$ cat config.mk
export PLATFORM = sky130hd
export DESIGN_NAME = irq_priority_ctrl
export DESIGN_NICKNAME = d
export VERILOG_FILES = /design/src/rtl/irq_priority_ctrl.sv
export SDC_FILE = /design/constraint.sdc
export NUM_CORES = 1
export LEC_CHECK = 0
export BUFFER_PORTS_ARGS = -buffer_cell sky130_fd_sc_hd__buf_4
export CAP_MARGIN = 30
export CORE_ASPECT_RATIO = 1.2
export CORE_MARGIN = 4
export CORE_UTILIZATION = 39
export DETAILED_ROUTE_END_ITERATION = 16
export PLACE_DENSITY = 0.64
export SLEW_MARGIN = 0
export SYNTH_ARGS = -nofsm -noshare
export SYNTH_HDL_FRONTEND = slang
export SYNTH_SLANG_ARGS = --single-unit
$ cat constraint.sdc
create_clock -name CLK -period 4.65 [get_ports CLK]
set_input_delay 0.2325 -clock CLK [delete_from_list [all_inputs] [get_ports CLK]]
set_output_delay 0.2325 -clock CLK [all_outputs]
set_load 0.005 [all_outputs]
$ cat src/rtl/irq_priority_ctrl.sv
// 8259-style interrupt priority controller: IRR/ISR/IMR, nested/rotating priority, two-pulse INTA.
// Define IRQ_PRIO_ROTATE_EN to enable EOI_ROTATE / SET_PRIO and a writable LOW_PRIO register.
module irq_priority_ctrl #(
    parameter int unsigned N_IRQ    = 8,
    parameter int unsigned IDX_W    = $clog2(N_IRQ),
    parameter logic [7:0]  VEC_BASE = 8'h08
) (
    input  logic             CLK,
    input  logic             RST,
    input  logic [N_IRQ-1:0] IRs,
    input  logic             LEVEL_MODE,
    input  logic             AEOI,
    input  logic             IMR_WE,
    input  logic [N_IRQ-1:0] IMR_DIN,
    input  logic             INTA,
    input  logic             EOI,
    input  logic             EOI_SPECIFIC,
    input  logic             EOI_ROTATE,
    input  logic             SET_PRIO,
    input  logic [IDX_W-1:0] CMD_LEVEL,
    output logic             INT,
    output logic [7:0]       VECTOR,
    output logic             VECTOR_VALID,
    output logic [N_IRQ-1:0] IRR,
    output logic [N_IRQ-1:0] ISR,
    output logic [N_IRQ-1:0] IMR,
    output logic [IDX_W-1:0] LOW_PRIO
);

    localparam logic [1:0] ST_IDLE = 2'd0;
    localparam logic [1:0] ST_ACK1 = 2'd1;
    localparam logic [1:0] ST_ACK2 = 2'd2;

    localparam logic [IDX_W-1:0] LAST = IDX_W'(N_IRQ - 1);
    localparam logic [N_IRQ-1:0] ONE  = N_IRQ'(1);

    logic [N_IRQ-1:0] irs_q, irs_qq, irr, isr, imr;
    logic [1:0]       state;
    logic [IDX_W-1:0] w_idx, low_prio;
    logic             spurious, int_q, vector_valid_q;
    logic [7:0]       vector_q;

    logic [N_IRQ-1:0] pend, ack_set, irr_clr, edge_set, eoi_clr, aeoi_clr;
    logic             isr_found, win_found, eoi_hit, cmd_ok, ack_take, ack2_take;
    logic [IDX_W-1:0] isr_top, win_idx, eoi_idx, idx;
    int unsigned      isr_rank, pos;

    // Walk positions in descending priority starting just above LOW_PRIO; first hit is highest-ranked.
    always_comb begin
        pend      = irr & ~imr;
        isr_found = 1'b0;
        isr_rank  = N_IRQ;
        isr_top   = '0;
        win_found = 1'b0;
        win_idx   = '0;
        pos       = 0;
        idx       = '0;
        for (int unsigned k = 0; k < N_IRQ; k++) begin
            pos = 32'(low_prio) + 1 + k;
            if (pos >= N_IRQ) pos = pos - N_IRQ;
            idx = IDX_W'(pos);
            if (!isr_found && isr[idx]) begin
                isr_found = 1'b1;
                isr_rank  = k;
                isr_top   = idx;
            end
        end
        for (int unsigned k = 0; k < N_IRQ; k++) begin
            pos = 32'(low_prio) + 1 + k;
            if (pos >= N_IRQ) pos = pos - N_IRQ;
            idx = IDX_W'(pos);
            if (!win_found && (k < isr_rank) && pend[idx]) begin
                win_found = 1'b1;
                win_idx   = idx;
            end
        end
    end

    always_comb begin
        cmd_ok  = 32'(CMD_LEVEL) < N_IRQ;
        eoi_hit = 1'b0;
        eoi_idx = '0;
        if (EOI) begin
            if (EOI_SPECIFIC) begin
                eoi_hit = cmd_ok;
                eoi_idx = CMD_LEVEL;
            end else if (isr_found) begin
                eoi_hit = 1'b1;
                eoi_idx = isr_top;
            end
        end
        eoi_clr   = eoi_hit ? (ONE << eoi_idx) : '0;
        ack_take  = (state == ST_IDLE) && INTA;
        ack2_take = (state == ST_ACK1) && INTA;
        ack_set   = (ack_take && win_found) ? (ONE << win_idx) : '0;
        irr_clr   = LEVEL_MODE ? '0 : ack_set;
        aeoi_clr  = (ack2_take && AEOI && !spurious) ? (ONE << w_idx) : '0;
        edge_set  = irs_q & ~irs_qq;
    end

    always_ff @(posedge CLK) begin
        if (RST) begin
            irs_q          <= '0;
            irs_qq         <= '0;
            irr            <= '0;
            isr            <= '0;
            imr            <= '1;
            state          <= ST_IDLE;
            w_idx          <= '0;
            spurious       <= 1'b0;
            int_q          <= 1'b0;
            vector_q       <= '0;
            vector_valid_q <= 1'b0;
        end else begin
            irs_q          <= IRs;
            irs_qq         <= irs_q;
            irr            <= LEVEL_MODE ? irs_q : ((irr & ~irr_clr) | edge_set);
            isr            <= (isr & ~eoi_clr & ~aeoi_clr) | ack_set;
            if (IMR_WE) imr <= IMR_DIN;
            int_q          <= win_found;
            vector_valid_q <= 1'b0;
            case (state)
                ST_IDLE: if (ack_take) begin
                    state    <= ST_ACK1;
                    w_idx    <= win_found ? win_idx : LAST;
                    spurious <= !win_found;
                end
                ST_ACK1: if (ack2_take) begin
                    state          <= ST_ACK2;
                    vector_q       <= VEC_BASE + 8'(w_idx);
                    vector_valid_q <= 1'b1;
                end
                default: state <= ST_IDLE;
            endcase
        end
    end

`ifdef IRQ_PRIO_ROTATE_EN
    // SET_PRIO outranks an EOI rotation, which outranks the ACK2 rotation.
    always_ff @(posedge CLK) begin
        if (RST)                          low_prio <= LAST;
        else if (SET_PRIO && cmd_ok)      low_prio <= CMD_LEVEL;
        else if (eoi_hit && EOI_ROTATE)   low_prio <= eoi_idx;
        else if (ack2_take && EOI_ROTATE) low_prio <= w_idx;
    end
`else
    logic unused_rot;
    assign unused_rot = ^{SET_PRIO, EOI_ROTATE};
    assign low_prio   = LAST;
`endif

    assign INT          = int_q;
    assign VECTOR       = vector_q;
    assign VECTOR_VALID = vector_valid_q;
    assign IRR          = irr;
    assign ISR          = isr;
    assign IMR          = imr;
    assign LOW_PRIO     = low_prio;

endmodule

==> results.toml, run 1 <==
[route]
first_pass_iters = 4
ant_nets = 0
vias_per_cell = 5.18
drt_iter0_markers = 102
dr_total_vias = 2055
routed_wl_um = 5660
wl_per_cell_um = 14.3
drcViolationCount = 0

[worst_setup_path]
endpoint_kind = "flip-flop"
worstPathMaxFanout = 9
cp-start-kind = "flip-flop"
crit_type = "flip-flop to flip-flop"
required_ns = 4.85
worstPathArrival_ns = 2.42

[clocking]
cts.sinks = 52
root_buffer = "clkbuf_8"
cts_made_buffers = 5
cts_setup_buffers = 0
clockBufferDepth = 2
insertion_delay_ns = 0.30
cts_tree = "built"
h-tree-depth = 2
hold_buffers = 0
clk_pin_slew_ns = 0.09
cts_resized = 0

[placed_design]
dpl_cell_area_um2 = 2760
post-dp-hpwl_um = 4220
io_buffers = 56
post-place-ws_ns = 2.44
place.gp.congestion = 0.934
placed_cells = 389

[floorplan]
initial_core_util_pct = 40.5
die_h_um = 92.4
die_area_um2 = 7230
core_area_um2 = 5710
ios = 66
rows = 30
die_w_um = 78.3

[global_routing]
grt_max_degree = 52
grt_pass1_vias = 1981
grt_overflow = 0
grt_use_total_pct = 15.9
antenna_found_initial = 0
grt_pass1_wl_um = 9360

[timing]
fin_crit_ns = 2.22
slew_violations = 0
fin_tns_setup_ns = 0
fmax_ghz = 0.450
fin_crit_sh_pct = 47.8
worst_pin_slew_ns = 0.843
setup_ws_ns = 2.43
finalClockSkew_ns = 0.00355
hold_viol_final = 0
rsz0062_at_grt = "false"
relSlewSlack_pct = 43.1
setup_violations = 0

[synthesis]
synth.top_cell.area_share_pct = 45.0
synth_seq_area_share_pct = 45.0
synth-edff-count = 0
async_reset_ff_share_pct = 0
synth_warnings = 0
ys_types = 49
yosysTopAreaCell = "dfxtp_1"
netlist_instances = 264
ys_seq_elements = 52
ys.flop_type = "dfxtp_1"
synth_area_leaders = "dfxtp_1 45%, nor2b_1 7.3%, a211o_1 3.4%"
syn_area_per_cell_um2 = 8.76
mappedNetlistArea_um2 = 2310

[layout]
drive_gt1_share_pct = 21.1
area_delta_synth_final_pct = 23.4
nets = 345
fin_cells = 397
final_area_um2 = 2860
antenna_cells = 0

[run_status]
status = "complete, no violations"

[pwr]
ir_worst_vdd_v = 0.000258
power.density_nw_per_um2 = 310
leakage_nw = 1.15
finalPower_mw = 0.886

[job]
max_cap_violations = 0

[hold_path]
hp-class = "input port to flip-flop"
[power by group]
part,leakage [nW],internal (mW),switching [mW]
Combinational,0.666,0.0617,0.0641
Sequential,0.428,0.470,0.0196
Clock,0.0516,0.122,0.149
Total,1.15,0.653,0.232
[layer usage]
metal  GRT usage [%]  up-vias  routed length [µm]
met2            26.8       74                2720
met5               0        -                   0
met1            20.1      933                2500
met3            3.40       12                 353
met4            5.54        0                  97
li1                -     1036                   -
[layout make-up]
cell class              instances  area [µm²]
clock inverters                 2        13.8
clock buffers                   6        82.6
well taps                      80         100
multi-input cells             187        1140
inverters                      14        52.6
repair buffers                 56         420
fillers                       565        2850
flip-flops and latches         52        1040
[cell usage in the layout (no fill, tap or decap), types with 2 or more instances in the layout]
cell	count
buf_4	56
dfxtp_1	52
nor2b_1	27
nand2_1	18
nor2_1	15
a21oi_1	15
inv_1	14
o21ai_0	11
nor3_1	10
a211o_1	9
o31ai_1	8
nand3_1	7
conb_1	7
clkbuf_8	6
nand2b_1	5
or3b_1	4
nor3b_1	4
o22ai_1	4
nand3b_1	3
o311ai_0	3
a311oi_1	3
nor4_1	3
a32o_1	2
a21boi_0	2
o21a_1	2
and3_1	2
or3_1	2
[worst max-delay path, cell delays in order, from the launching register on]
cell and delay [ns]:
dfxtp_1 0.53, nor3b_1 0.09, o21bai_1 0.45, nand3_1 0.29, or3b_1 0.47, a32o_1 0.28
[stage by stage]
stage | util (%) | hold WS (ns)
after floorplan | - | 0.312
after global placement | 48.4 | 0.438
after detailed placement | 48.4 | 0.441
after CTS | 50.0 | 0.126
after global routing | 50.0 | 0.130
final | 50.0 | 0.130
[cells in the mapped netlist, types with 3 or more instances]
cell type	count
a211o_1	9
a21oi_1	15
a311oi_1	3
buf_4	7
clkbuf_1	8
dfxtp_1	52
inv_1	14
nand2_1	18
nand2b_1	5
nand3_1	7
nand3b_1	3
nor2_1	15
nor2b_1	27
nor3_1	10
nor3b_1	4
nor4_1	3
o21ai_0	11
o22ai_1	4
o311ai_0	3
o31ai_1	8
or3b_1	4
[cell families (layout without fill, tap and decap cells)]
| group | count (synthesis) | in the layout | share of synthesized area [%] |
|---|---|---|---|
| simple gates | 106 | 106 | 25.9 |
| flops | 52 | 52 | 45.0 |
| buf+inv | 30 | 78 | 6.33 |
| other cells | 2 | 7 | 0.325 |
| mux | 1 | 1 | 0.433 |
| compound gates | 72 | 72 | 21.6 |
| xor+xnor | 1 | 1 | 0.379 |
[sequential cells by signal (all words and copies together) (netlist names)]
name,count
spurious,1
ISR,8
state,2
VECTOR_VALID,1
IRR,8
INT,1
w_idx,3
irs_qq,8
IMR,8
irs_q,8
VECTOR,4
[worst paths after layout]
check	startpoint	to	slack, ns	cells past startpoint
setup / recovery	ISR[1]	IRR[6]	2.43	5
setup reg to reg	ISR[1]	IRR[6]	2.43	5
hold reg to reg	VECTOR[3]	VECTOR[3]	0.45	2
hold / removal	IMR_DIN[1]	IMR[1]	0.13	2
(Power assumes the default switching activity.)
==> run 2, diff against run 1 <==
==> constraint.sdc (replaced) <==
create_clock -name CLK -period 2.2 [get_ports CLK]
set_input_delay 0.11 -clock CLK [delete_from_list [all_inputs] [get_ports CLK]]
set_output_delay 0.11 -clock CLK [all_outputs]
set_load 0.005 [all_outputs]
==> results.toml, run 2 (same netlist as run 1, synthesis figures left out) <==
[pwr]
leakage_nw = 1.20
finalPower_mw = 1.94
power.density_nw_per_um2 = 656
ir_worst_vdd_v = 0.000510

[timing]
rsz0062_at_grt = "false"
fin_tns_setup_ns = 0
slew_violations = 0
fmax_ghz = 0.505
fin_crit_sh_pct = 90.0
fin_crit_ns = 1.98
hold_viol_final = 0
setup_violations = 0
finalClockSkew_ns = 0.00638

[layout]
area_delta_synth_final_pct = 27.5
antenna_cells = 0
multi_input_area_um2 = 1140
seq_area_um2 = 1040
final_common_cell = "buf_4"
final_area_um2 = 2950
nets = 357
fin_util_pct = 51.7
final_cell_mix = "67 x buf_4, 52 x dfxtp_1, 27 x nor2b_1, 18 x nand2_1"
n_fill_cell = 573
drive_gt1_share_pct = 23.2

[clocking]
clockBufferDepth = 2
insertion_delay_ns = 0.30
cts_made_buffers = 5
h-tree-depth = 2
clk_pin_slew_ns = 0.09
root_buffer = "clkbuf_8"
cts.sinks = 52
cts_tree = "built"

[global_routing]
grt_pass1_vias = 1913
grt_overflow = 0
grt_pass1_wl_um = 9490
grt_max_degree = 52
grt_use_total_pct = 16.3
antenna_found_initial = 0

[route]
drcViolationCount = 0
first_pass_iters = 4
drt_iter0_markers = 143
vias_per_cell = 5.20
wl_per_cell_um = 14.4
dr_total_vias = 2116
routed_wl_um = 5850
ant_nets = 0

[placed_design]
io_buffers = 56
post-dp-hpwl_um = 4360
dpl_cell_area_um2 = 2840
place.gp.congestion = 0.880

[floorplan]
die_w_um = 78.3
core_area_um2 = 5710
die_h_um = 92.4
initial_core_util_pct = 40.5
die_area_um2 = 7230
ios = 66
rows = 30

[worst_setup_path]
required_ns = 2.38
cp-startpoint = "ISR[5]"
worstPathArrival_ns = 2.16
endpoint_kind = "flip-flop"
crit_type = "flip-flop to flip-flop"
r2r_start = "ISR[5]"
worstPathMaxFanout = 8
cp-start-kind = "flip-flop"

[hold_path]
hp-class = "input port to flip-flop"
hold_path.startpoint = "IMR_DIN[4]"

[job]
max_cap_violations = 0

[run_status]
status = "complete, no violations"
-- run 2: what timing repair did --
action,CTS,global route
hold buffers,0,1
gates resized for setup,0,0
setup buffers,0,0
endpoints found under the hold margin,0,1
-- run 2: power by group --
group / internal (mW) / switching (mW) / total [mW] / leakage, nW
Sequential: 0.993 / 0.0414 / 1.03 / 0.428
Clock: 0.327 / 0.289 / 0.616 / 0.0501
Combinational: 0.146 / 0.140 / 0.286 / 0.723
Total: 1.47 / 0.471 / 1.94 / 1.20
-- run 2: final cells by class --
| type | instances | share of cell area, % |
|---|---|---|
| well taps | 80 | 3.39 |
| clock inverters | 1 | 1.02 |
| clock buffers | 5 | 2.33 |
| repair buffers | 68 | 17.4 |
| multi-input cells | 187 | 38.8 |
| inverters | 14 | 1.78 |
| flip-flops and latches | 52 | 35.3 |
-- run 2: worst paths after layout --
kind / end / slack (ns) / cells after the start
worst max-delay path: ISR[7] / 0.22 / 6
worst min-delay path: IMR[4] / 0.01 / 2
worst max register to register: ISR[7] / 0.22 / 6
worst min register to register: VECTOR[3] / 0.45 / 2
-- run 2: critical path, stage by stage, from the launching register on --
cell,delay (ns)
dfxtp_1,0.42
nor3_1,0.43
and3_1,0.26
o311ai_0,0.13
buf_4,0.18
o31ai_1,0.31
o41ai_1,0.12
-- run 2: routing by layer --
metal | vias up | part of all wire (%) | GRT usage (%)
met3 | 7 | 6.5 | 3.89
met2 | 81 | 49 | 27.6
met1 | 967 | 44 | 20.8
met5 | - | 0 | 0
li1 | 1061 | - | -
met4 | 0 | 1.2 | 4.23
-- run 2: stage by stage --
step | setup slack [ns] | hold slack (ns) | std cells
3_5_place_dp | 0.248 | 0.318 | 400
4_1_cts | 0.234 | 0.00543 | 406
3_3_place_gp | 0.271 | 0.316 | 400
2_1_floorplan | 0.336 | 0.190 | 269
5_1_grt | 0.0752 | 0.00903 | 407
6_report | 0.220 | 0.0106 | 407
==> run 3, diff against run 2 <==
--- a/config.mk
+++ b/config.mk
@@ -7,11 +7,10 @@
 export LEC_CHECK = 0
 export BUFFER_PORTS_ARGS = -buffer_cell sky130_fd_sc_hd__buf_4
 export CAP_MARGIN = 30
-export CORE_ASPECT_RATIO = 1.2
+export CORE_ASPECT_RATIO = 0.6
 export CORE_MARGIN = 4
 export CORE_UTILIZATION = 39
 export DETAILED_ROUTE_END_ITERATION = 16
-export PLACE_DENSITY = 0.64
 export SLEW_MARGIN = 0
 export SYNTH_ARGS = -nofsm -noshare
 export SYNTH_HDL_FRONTEND = slang
==> results.toml, run 3 (same netlist as run 1, synthesis figures left out) <==
[route]
first_pass_iters = 4
vias_per_cell = 5.12
dr_total_vias = 2124
drt_iter0_markers = 164
drcViolationCount = 0
ant_nets = 0
wl_per_cell_um = 14.8
routed_wl_um = 6140

[clocking]
h-tree-depth = 2
clockBufferDepth = 2
cts_made_buffers = 5
cts_resized = 0
cts.sinks = 52
root_buffer = "clkbuf_8"
cts_tree = "built"
insertion_delay_ns = 0.30
clk_pin_slew_ns = 0.09

[global_routing]
grt_use_total_pct = 17.1
antenna_found_initial = 0
grt_max_degree = 52
grt_overflow = 0
grt_pass1_vias = 1892
grt_pass1_wl_um = 9660

[pwr]
power.density_nw_per_um2 = 635
leakage_nw = 1.23
ir_worst_vdd_v = 0.000366

[worst_setup_path]
cpPeakStageDelay_ns = 0.63
cpMaxStageDelayCell = "or4_4"
path_buf_inv = 0
endpoint_kind = "flip-flop"
crit_type = "flip-flop to flip-flop"
worstPathArrival_ns = 2.20
worstPathMaxFanout = 9
required_ns = 2.38
cp_top_family = "simple AND/OR/NAND/NOR gates"
path_cells = "or4_4, o31ai_1, nand2_1, o31ai_1, o41ai_1"
cp-start-kind = "flip-flop"
crit_top_cell = "o31ai_1"

[timing]
fin_crit_sh_pct = 92.0
setup_violations = 0
holdWs_ns = 0.00976
worst_pin_slew_ns = 0.507
finalClockSkew_ns = 0.00325
fin_tns_setup_ns = 0
slew_violations = 0
rsz0062_at_grt = "false"
fmax_ghz = 0.494
hold_viol_final = 0
relSlewSlack_pct = 66.2
fin_crit_ns = 2.02
setup_ws_ns = 0.177

[layout]
fin_cells = 415
nets = 363
area_delta_synth_final_pct = 29.7
drive_gt1_share_pct = 24.2
antenna_cells = 0
final_cell_mix = "70 x buf_4, 52 x dfxtp_1, 27 x nor2b_1, 18 x nand2_1"
final_common_cell = "buf_4"

[floorplan]
rows = 21
die_area_um2 = 7270
initial_core_util_pct = 41.0
die_w_um = 107
die_h_um = 67.7
core_area_um2 = 5650
ios = 66

[hold_path]
hp-class = "input port to flip-flop"

[placed_design]
place.gp.congestion = 0.895
placed_cells = 403
io_buffers = 56
post-dp-hpwl_um = 4650
post-place-ws_ns = 0.250

[job]
max_cap_violations = 0

[run_status]
status = "complete, no violations"
## run 3: layout make-up
class | count | area [µm²]
fillers | 542 | 2650
multi-input cells | 187 | 1140
flip-flops and latches | 52 | 1040
repair buffers | 74 | 566
well taps | 80 | 100
clock buffers | 6 | 82.6
inverters | 14 | 52.6
clock inverters | 2 | 13.8
## run 3: what timing repair did
item / CTS / global route
endpoints found under the hold margin: 0 / 4
hold buffers: 0 / 4
setup endpoints to repair: 0 / 0
setup buffers: 0 / 0
## run 3: path summary, 6_finish.rpt
path                                  end  depth (start not counted)        from  slack [ns]
worst max register to register     ISR[7]                          5      ISR[0]        0.18
worst min-delay path               IMR[6]                          2  IMR_DIN[6]        0.01
worst min register to register  VECTOR[3]                          2   VECTOR[3]        0.45
worst max-delay path               ISR[7]                          5      ISR[0]        0.18
## run 3: per-layer routing
metal / up-vias / share of wire (%) / global-route usage, % / wire, µm
met5: - / 0 / 0 / 0
met2: 74 / 37 / 21.8 / 2250
met3: 4 / 10 / 6.97 / 624
li1: 1076 / - / - / -
met4: 0 / 0.54 / 2.83 / 33
met1: 970 / 53 / 26.3 / 3230
## run 3: power by group
group | leakage, nW | switching (mW) | internal (mW)
Clock | 0.0516 | 0.311 | 0.258
Combinational | 0.748 | 0.148 | 0.154
Sequential | 0.428 | 0.0408 | 0.993
Total | 1.23 | 0.501 | 1.40
## run 3: worst reg2reg max path: cells and delay by family (launching register included)
| kind | cells | cell delay (ns) |
|---|---|---|
| DFF | 1 | 0.42 |
| AOI/OAI and AO/OA | 3 | 0.68 |
| and+or+nand+nor | 2 | 0.81 |
## run 3: metrics by stage
step | total power [mW] | util (%) | instance area, µm²
floorplan | 1.21 | - | 2330
global placement | 1.35 | 50.7 | 2860
detailed placement | 1.35 | 50.7 | 2860
CTS | 1.91 | 52.4 | 2960
finish | 1.90 | 53.1 | 3000
global route | 2.01 | 53.1 | 3000
